`src/rtl/compare_unit.sv`:
```
// compare_unit
//   Registered magnitude comparator. Both operands are compared under the
//   unsigned and the two's-complement signed interpretation in the same cycle.
//   One cycle of latency and one result per cycle. There is no handshake.
//
// Ports
//   clk    : system clock, rising edge
//   reset  : synchronous, active-high; clears every output register
//   a, b   : WIDTH-bit operands
//   ans1   : unsigned flag word  {0.., DIS, LT, EQ, GT}
//   ans2   : signed flag word    {0.., DIS, LT, EQ, GT}
//   ans3   : signed maximum of a and b (a when the two are equal)
module compare_unit #(
    parameter int unsigned WIDTH = 4
) (
    input  logic             clk,
    input  logic             reset,
    input  logic [WIDTH-1:0] a,
    input  logic [WIDTH-1:0] b,
    output logic [WIDTH-1:0] ans1,
    output logic [WIDTH-1:0] ans2,
    output logic [WIDTH-1:0] ans3
);

    logic             eq;
    logic             ugt;
    logic             ult;
    logic             sgt;
    logic             slt;
    logic             dis;
    logic [WIDTH-1:0] uflags;
    logic [WIDTH-1:0] sflags;
    logic [WIDTH-1:0] smax;

    always_comb begin
        eq  = (a == b);
        ugt = (a > b);
        ult = (a < b);
        sgt = ($signed(a) > $signed(b));
        slt = ($signed(a) < $signed(b));
        // The two orderings disagree only when the sign bits differ.
        // Differing MSBs already imply that a != b.
        dis = a[WIDTH-1] ^ b[WIDTH-1];

        uflags    = '0;
        uflags[0] = ugt;
        uflags[1] = eq;
        uflags[2] = ult;
        uflags[3] = dis;

        sflags    = '0;
        sflags[0] = sgt;
        sflags[1] = eq;
        sflags[2] = slt;
        sflags[3] = dis;

        smax = slt ? b : a;
    end

    always_ff @(posedge clk) begin
        if (reset) begin
            ans1 <= '0;
            ans2 <= '0;
            ans3 <= '0;
        end else begin
            ans1 <= uflags;
            ans2 <= sflags;
            ans3 <= smax;
        end
    end

endmodule

```
`config.mk`:
```
export PLATFORM = sky130hd
export DESIGN_NAME = compare_unit
export DESIGN_NICKNAME = d
export VERILOG_FILES = /design/src/rtl/compare_unit.sv
export SDC_FILE = /design/constraint.sdc
export NUM_CORES = 1
export LEC_CHECK = 0
export ABC_AREA = 1
export CAP_MARGIN = 10
export CORE_AREA = 5 5 42 44
export CTS_BUF_LIST = sky130_fd_sc_hd__clkbuf_8
export CTS_CLUSTER_SIZE = 20
export DETAILED_ROUTE_END_ITERATION = 10
export DIE_AREA = 0 0 47 49
export PLACE_DENSITY_LB_ADDON = 0.15
export SETUP_SLACK_MARGIN = 0.02
export SKIP_CTS_REPAIR_TIMING = 1
export SLEW_MARGIN = 0
export SYNTH_ARGS = -nofsm -noshare
export SYNTH_HDL_FRONTEND = slang
export SYNTH_SLANG_ARGS = --single-unit
```
`constraint.sdc`:
```
create_clock -name clk -period 3.1 [get_ports clk]
set_input_delay 0.62 -clock clk [delete_from_list [all_inputs] [get_ports clk]]
set_output_delay 0.62 -clock clk [all_outputs]
set_load 0.02 [all_outputs]
```
==> impl_metrics.tcl <==
set metrics [dict create \
    status "completed" \
    grt_pass1_wl_mm 1.20 \
    globalplace.congestion 0.690 \
    final-setup-viol-count 0 \
    min_to "ans3[3]" \
    crit_path_start_kind "primary input" \
    routed_wl_um 866 \
    path_common_cell "nand2_1" \
    tns_ns 0 \
    worst_slack_ns 1.11 \
    die-area_um2 2300 \
    holdPathStages 3 \
    fin_crit_sh_pct 64.2 \
    yosysMostFrequentCell "nand2_1" \
    synth_warnings 0 \
    hp-start "b[3]" \
    crit_buf_inv 2 \
    io_pins 22 \
    slowest_delay_ns 0.46 \
    p_leak_nw 0.339 \
    synthFlopType "dfxtp_1" \
    vdd_drop_max_uv 214 \
    cts_root_buffer "clkbuf_8" \
    drt_iter0_markers 3 \
    yosys.area.top_type "dfxtp_1" \
    grt_start_max_net_pins 8 \
    drive_above_1_share_pct 8.86 \
    first_pass_iters 2 \
    cp_slowest_cell "clkdlybuf4s50_1" \
    internal_power_w 0.000298 \
    worstSetupEndpointType "register" \
    switchingPower_w 0.000102 \
    synth_fp_nets 70 \
    numCtsBuffers 3 \
    cp.required_ns 3.23 \
    grt_use_total_pct 7.91 \
    cap_violations 0 \
    synth_area_leaders "dfxtp_1 (46%), ha_1 (11%), nand2_1 (9.5%)" \
    crit_family "simple AND/OR/NAND/NOR gates" \
    cellPowerDensity_nw_per_um2 567 \
    crit_type "primary input to register" \
    dpl.hpwl_um 712 \
    die_h_um 49 \
    max_freq_mhz 503 \
    ys_seq_elements 10 \
    vias 420 \
    row_count 14 \
    period_minus_slack_ns 1.99 \
    overflow 0 \
    worstPathCellList "clkdlybuf4s50_1 -> inv_1 -> ha_1 -> a21oi_2 -> or2_1 -> nand2_2 -> nand2_1 -> nand2_1 -> nor2_1" \
    avgViaCountPerCell 4.42 \
    tightestPinTransition_ns 0.215 \
    cts-root-to-sink-buffers 2 \
    worst-path-stages 9 \
    holdWs_ns 0.976 \
    syn_area_um2 435 \
    grt_pass1_vias 332 \
    max-slew-margin-rel_pct 85.6 \
    synth_top_area_share_pct 46.0 \
    worstHoldPathType "primary input to register" \
    async_flop_share_pct 0 \
    hold_viol 0 \
    seq_power_share_pct 36.1 \
    grt_setup_unrepaired "no" \
    syn_avg_cell_area_um2 7.78 \
    p_clk_share_pct 40.4 \
    die_x_um 47 \
    ys_types 12 \
    ys_seq_area_share_pct 46.0 \
    clkSinkCount 10 \
    synthCells 56 \
    clkTransAtPathRegs_ns 0.05 \
    worstPathMaxFanout 7 \
    p_sw_share_pct 25.4 \
    port_buffers 21 \
    routedWlPerCell_um 9.12 \
    slew_viol_final 0 \
    h-tree-depth 1 \
    route.detailed.drc 0 \
    drtAntennaViolNets 0 \
    antenna_found_initial 0 \
    final.fill_count 146 \
    final_nets 94 \
    cp.arrival_ns 2.12 \
    coreArea_um2 1400 \
    synthTopCellsByCount "nand2_1 (11), dfxtp_1 (10), nor2_1 (10)" \
    start_util_pct 31.1 \
    antennaDiodeCount 0 \
    area_delta_synth_final_pct 62.1 \
    pwr-share-comb_pct 23.5 \
    cts_tree "yes" \
    synth_edf_count 0 \
    preCtsSetupSlack_ns 0.857 \
]
[power by group through the flow]
stage          combinational (W)  clock (W)  sequential (W)
5_1_grt                 0.000100   0.000174        0.000145
2_1_floorplan          0.0000348          0        0.000163
3_3_place_gp           0.0000942          0        0.000147
6_report               0.0000940   0.000162        0.000144
3_5_place_dp           0.0000948          0        0.000147
4_1_cts                0.0000954   0.000167        0.000145
[layout by cell type, fill, tap and decap left out]
cell type and instances:
ha_1 4, nor2_1 10, clkbuf_8 4, a21oi_2 1, or2_1 1, a21oi_1 3, inv_1 9, o21ai_0 1
clkdlybuf4s50_1 21, nand2_1 11, nand3_1 2, nand2_2 2, dfxtp_1 10
[state kept, by name, indices dropped and copies added (netlist names)]
register	count
ans1	4
ans2	2
ans3	4
[through the flow]
step	std cells	total power [W]	area [um2]	util, %
detailed placement	91	0.000242	651	46.4
CTS	95	0.000407	706	50.4
global route	95	0.000419	706	50.4
floorplan	56	0.000198	435	-
finish	95	0.000400	706	50.4
global placement	91	0.000241	651	46.4
[final cells by class]
class / count / area, um2 / area share [%]
clock buffers: 4 / 55.1 / 7.80
inverters: 9 / 33.8 / 4.79
multi-input cells: 35 / 186 / 26.4
flip-flops and latches: 10 / 200 / 28.4
well taps: 16 / 20.0 / 2.84
repair buffers: 21 / 210 / 29.8
[cell families (layout without fill, tap and decap cells)]
kind of cell,Yosys count,after routing,share of synthesized area [%]
compound gates,5,5,6.61
simple gates,26,26,24.7
flops,10,10,46.0
fa+ha+maj,4,4,11.5
buf+inv,11,34,11.2
[worst max-delay path by stage]
stage	startpoint	slack, ns	end
global route	b[3]	1.03	ans3[0]
CTS	b[3]	1.10	ans3[1]
detailed placement	b[3]	0.86	ans3[1]
finish	b[3]	1.11	ans3[0]
global placement	b[3]	0.89	ans3[2]
floorplan	b[3]	1.45	ans3[0]
[routing by layer]
| metal | wire length (um) | track usage [%] |
|---|---|---|
| met5 | 0 | 0 |
| met4 | 38 | 9.68 |
| met3 | 93 | 2.21 |
| met2 | 434 | 13.3 |
| met1 | 300 | 5.76 |
No activity file was read; power rests on OpenSTA's default activity.
==> RTL change, RTL diff (config.mk and constraints unchanged) <==
Register the inputs `a` and `b` before use, cleared by the reset. The logic sees them one clock later.
--- a/src/rtl/compare_unit.sv
+++ b/src/rtl/compare_unit.sv
@@ -23,4 +23,17 @@
 );
 
+    logic [WIDTH-1:0] a_q;
+    logic [WIDTH-1:0] b_q;
+
+    always_ff @(posedge clk) begin
+        if (reset) begin
+            a_q <= '0;
+            b_q <= '0;
+        end else begin
+            a_q <= a;
+            b_q <= b;
+        end
+    end
+
     logic             eq;
     logic             ugt;
@@ -34,12 +47,12 @@
 
     always_comb begin
-        eq  = (a == b);
-        ugt = (a > b);
-        ult = (a < b);
-        sgt = ($signed(a) > $signed(b));
-        slt = ($signed(a) < $signed(b));
+        eq  = (a_q == b_q);
+        ugt = (a_q > b_q);
+        ult = (a_q < b_q);
+        sgt = ($signed(a_q) > $signed(b_q));
+        slt = ($signed(a_q) < $signed(b_q));
         // The two orderings disagree only when the sign bits differ.
         // Differing MSBs already imply that a != b.
-        dis = a[WIDTH-1] ^ b[WIDTH-1];
+        dis = a_q[WIDTH-1] ^ b_q[WIDTH-1];
 
         uflags    = '0;
@@ -55,5 +68,5 @@
         sflags[3] = dis;
 
-        smax = slt ? b : a;
+        smax = slt ? b_q : a_q;
     end
 
Formal check against the unedited RTL: not equivalent (a bounded check fails within 4 cycles, from zero or initial values and one cycle with reset high).
==> RTL change against the original RTL <==
Critical path depth fell by 8; wire length up 28%; cell count up 25%; cell area grew 30%; count of clock-buffer cells in the layout shrank 1; combinational power grew 18%; worst setup slack improved by 0.20 ns; synthesized area grew 55%; power is 31% higher; sequential cell count up 8; hold slack got worse by 0.52 ns; critical path type is now flop to output port; largest cell class is now registers.
==> RTL change: results (changes against the original RTL) <==
Worst hold path
  • Worst hold path type: flop to flop
  • Hold Startpoint: b_q[3]

Worst setup path
  • CP Max Fanout: 2 (-5)
  • Largest delay share family, worst path: buffers and inverters
  • CP peak stage delay: 0.60 ns (+0.14 ns)
  • Setup crit end: ans2[3]
  • Crit path DAT: 1.17 ns (-0.95 ns)

Placement
  • Gpl congestion: 0.694 (+0.61%)
  • Placement Cell Area: 877 µm² (+35%)
  • Place WS: 1.26 ns (+0.406 ns)

Global routing
  • Tot GR Track Use: 11.3% (+3.3 points)
  • Vias in the first global route: 498 (+50%)
  • GRT met1 Usage: 10.7% (+4.9 points)
  • Largest net degree at the start of global routing: 14 (+6)
  • First-pass GRT wire length: 1820 µm (+52%)

Yosys
  • Post-synth cell types: 13 (+1)
  • Post-synthesis sequential area ratio: 53.2% (+7.3 points)
  • Syn avg cell area: 8.16 µm² (+4.9%)

Routing
  • DR WL met2: 547 µm (+26%)
  • Starting DRC count in detailed routing: 13 (+10)
  • Wl on met1: 415 µm (+38%)
  • Routed wire length: 1110 µm (+28%)

Timing
  • WHS: 0.453 ns (-0.523 ns)
  • Worst Tran Pin Value: 0.445 ns (+0.230 ns)
  • Final critical-path required period: 1.79 ns (-0.199 ns)

Final layout
  • Post-layout nets: 119 (+27%)
  • # fillers: 127 (-13%)
  • Ratio of cells with drive above 1 in the final layout: 3.88% (-5.0 points)

Status
  • Outcome: finished clean

Power and ir drop
  • Maximum vdd drop: 291 µV (+36%)
RTL change: power breakdown:
| part | internal (W) | switching (W) |
|---|---|---|
| clock | 0.0000863 | 0.0000703 |
| sequential | 0.000251 | 0.00000578 |
| combinational | 0.0000531 | 0.0000577 |
RTL change: cells by family (layout without fill, tap and decap cells):
| family | Yosys count | in the layout | share of synthesized area (%) |
|---|---|---|---|
| AND/OR/NAND/NOR | 31 | 31 | 18.5 |
| adder cells (fa/ha/maj) | 4 | 4 | 7.39 |
| AO/OA/AOI/OAI | 8 | 8 | 6.47 |
| buffers and inverters | 22 | 42 | 14.4 |
| flip-flops | 18 | 18 | 53.2 |
RTL change: cell type report:
class / instances / area, µm² / area share (%)
timing repair buffer: 21 / 210 / 22.9
sequential: 18 / 360 / 39.2
inverter: 18 / 67.6 / 7.36
clock buffer: 3 / 41.3 / 4.50
tap: 16 / 20.0 / 2.18
multi-input combinational: 43 / 219 / 23.8
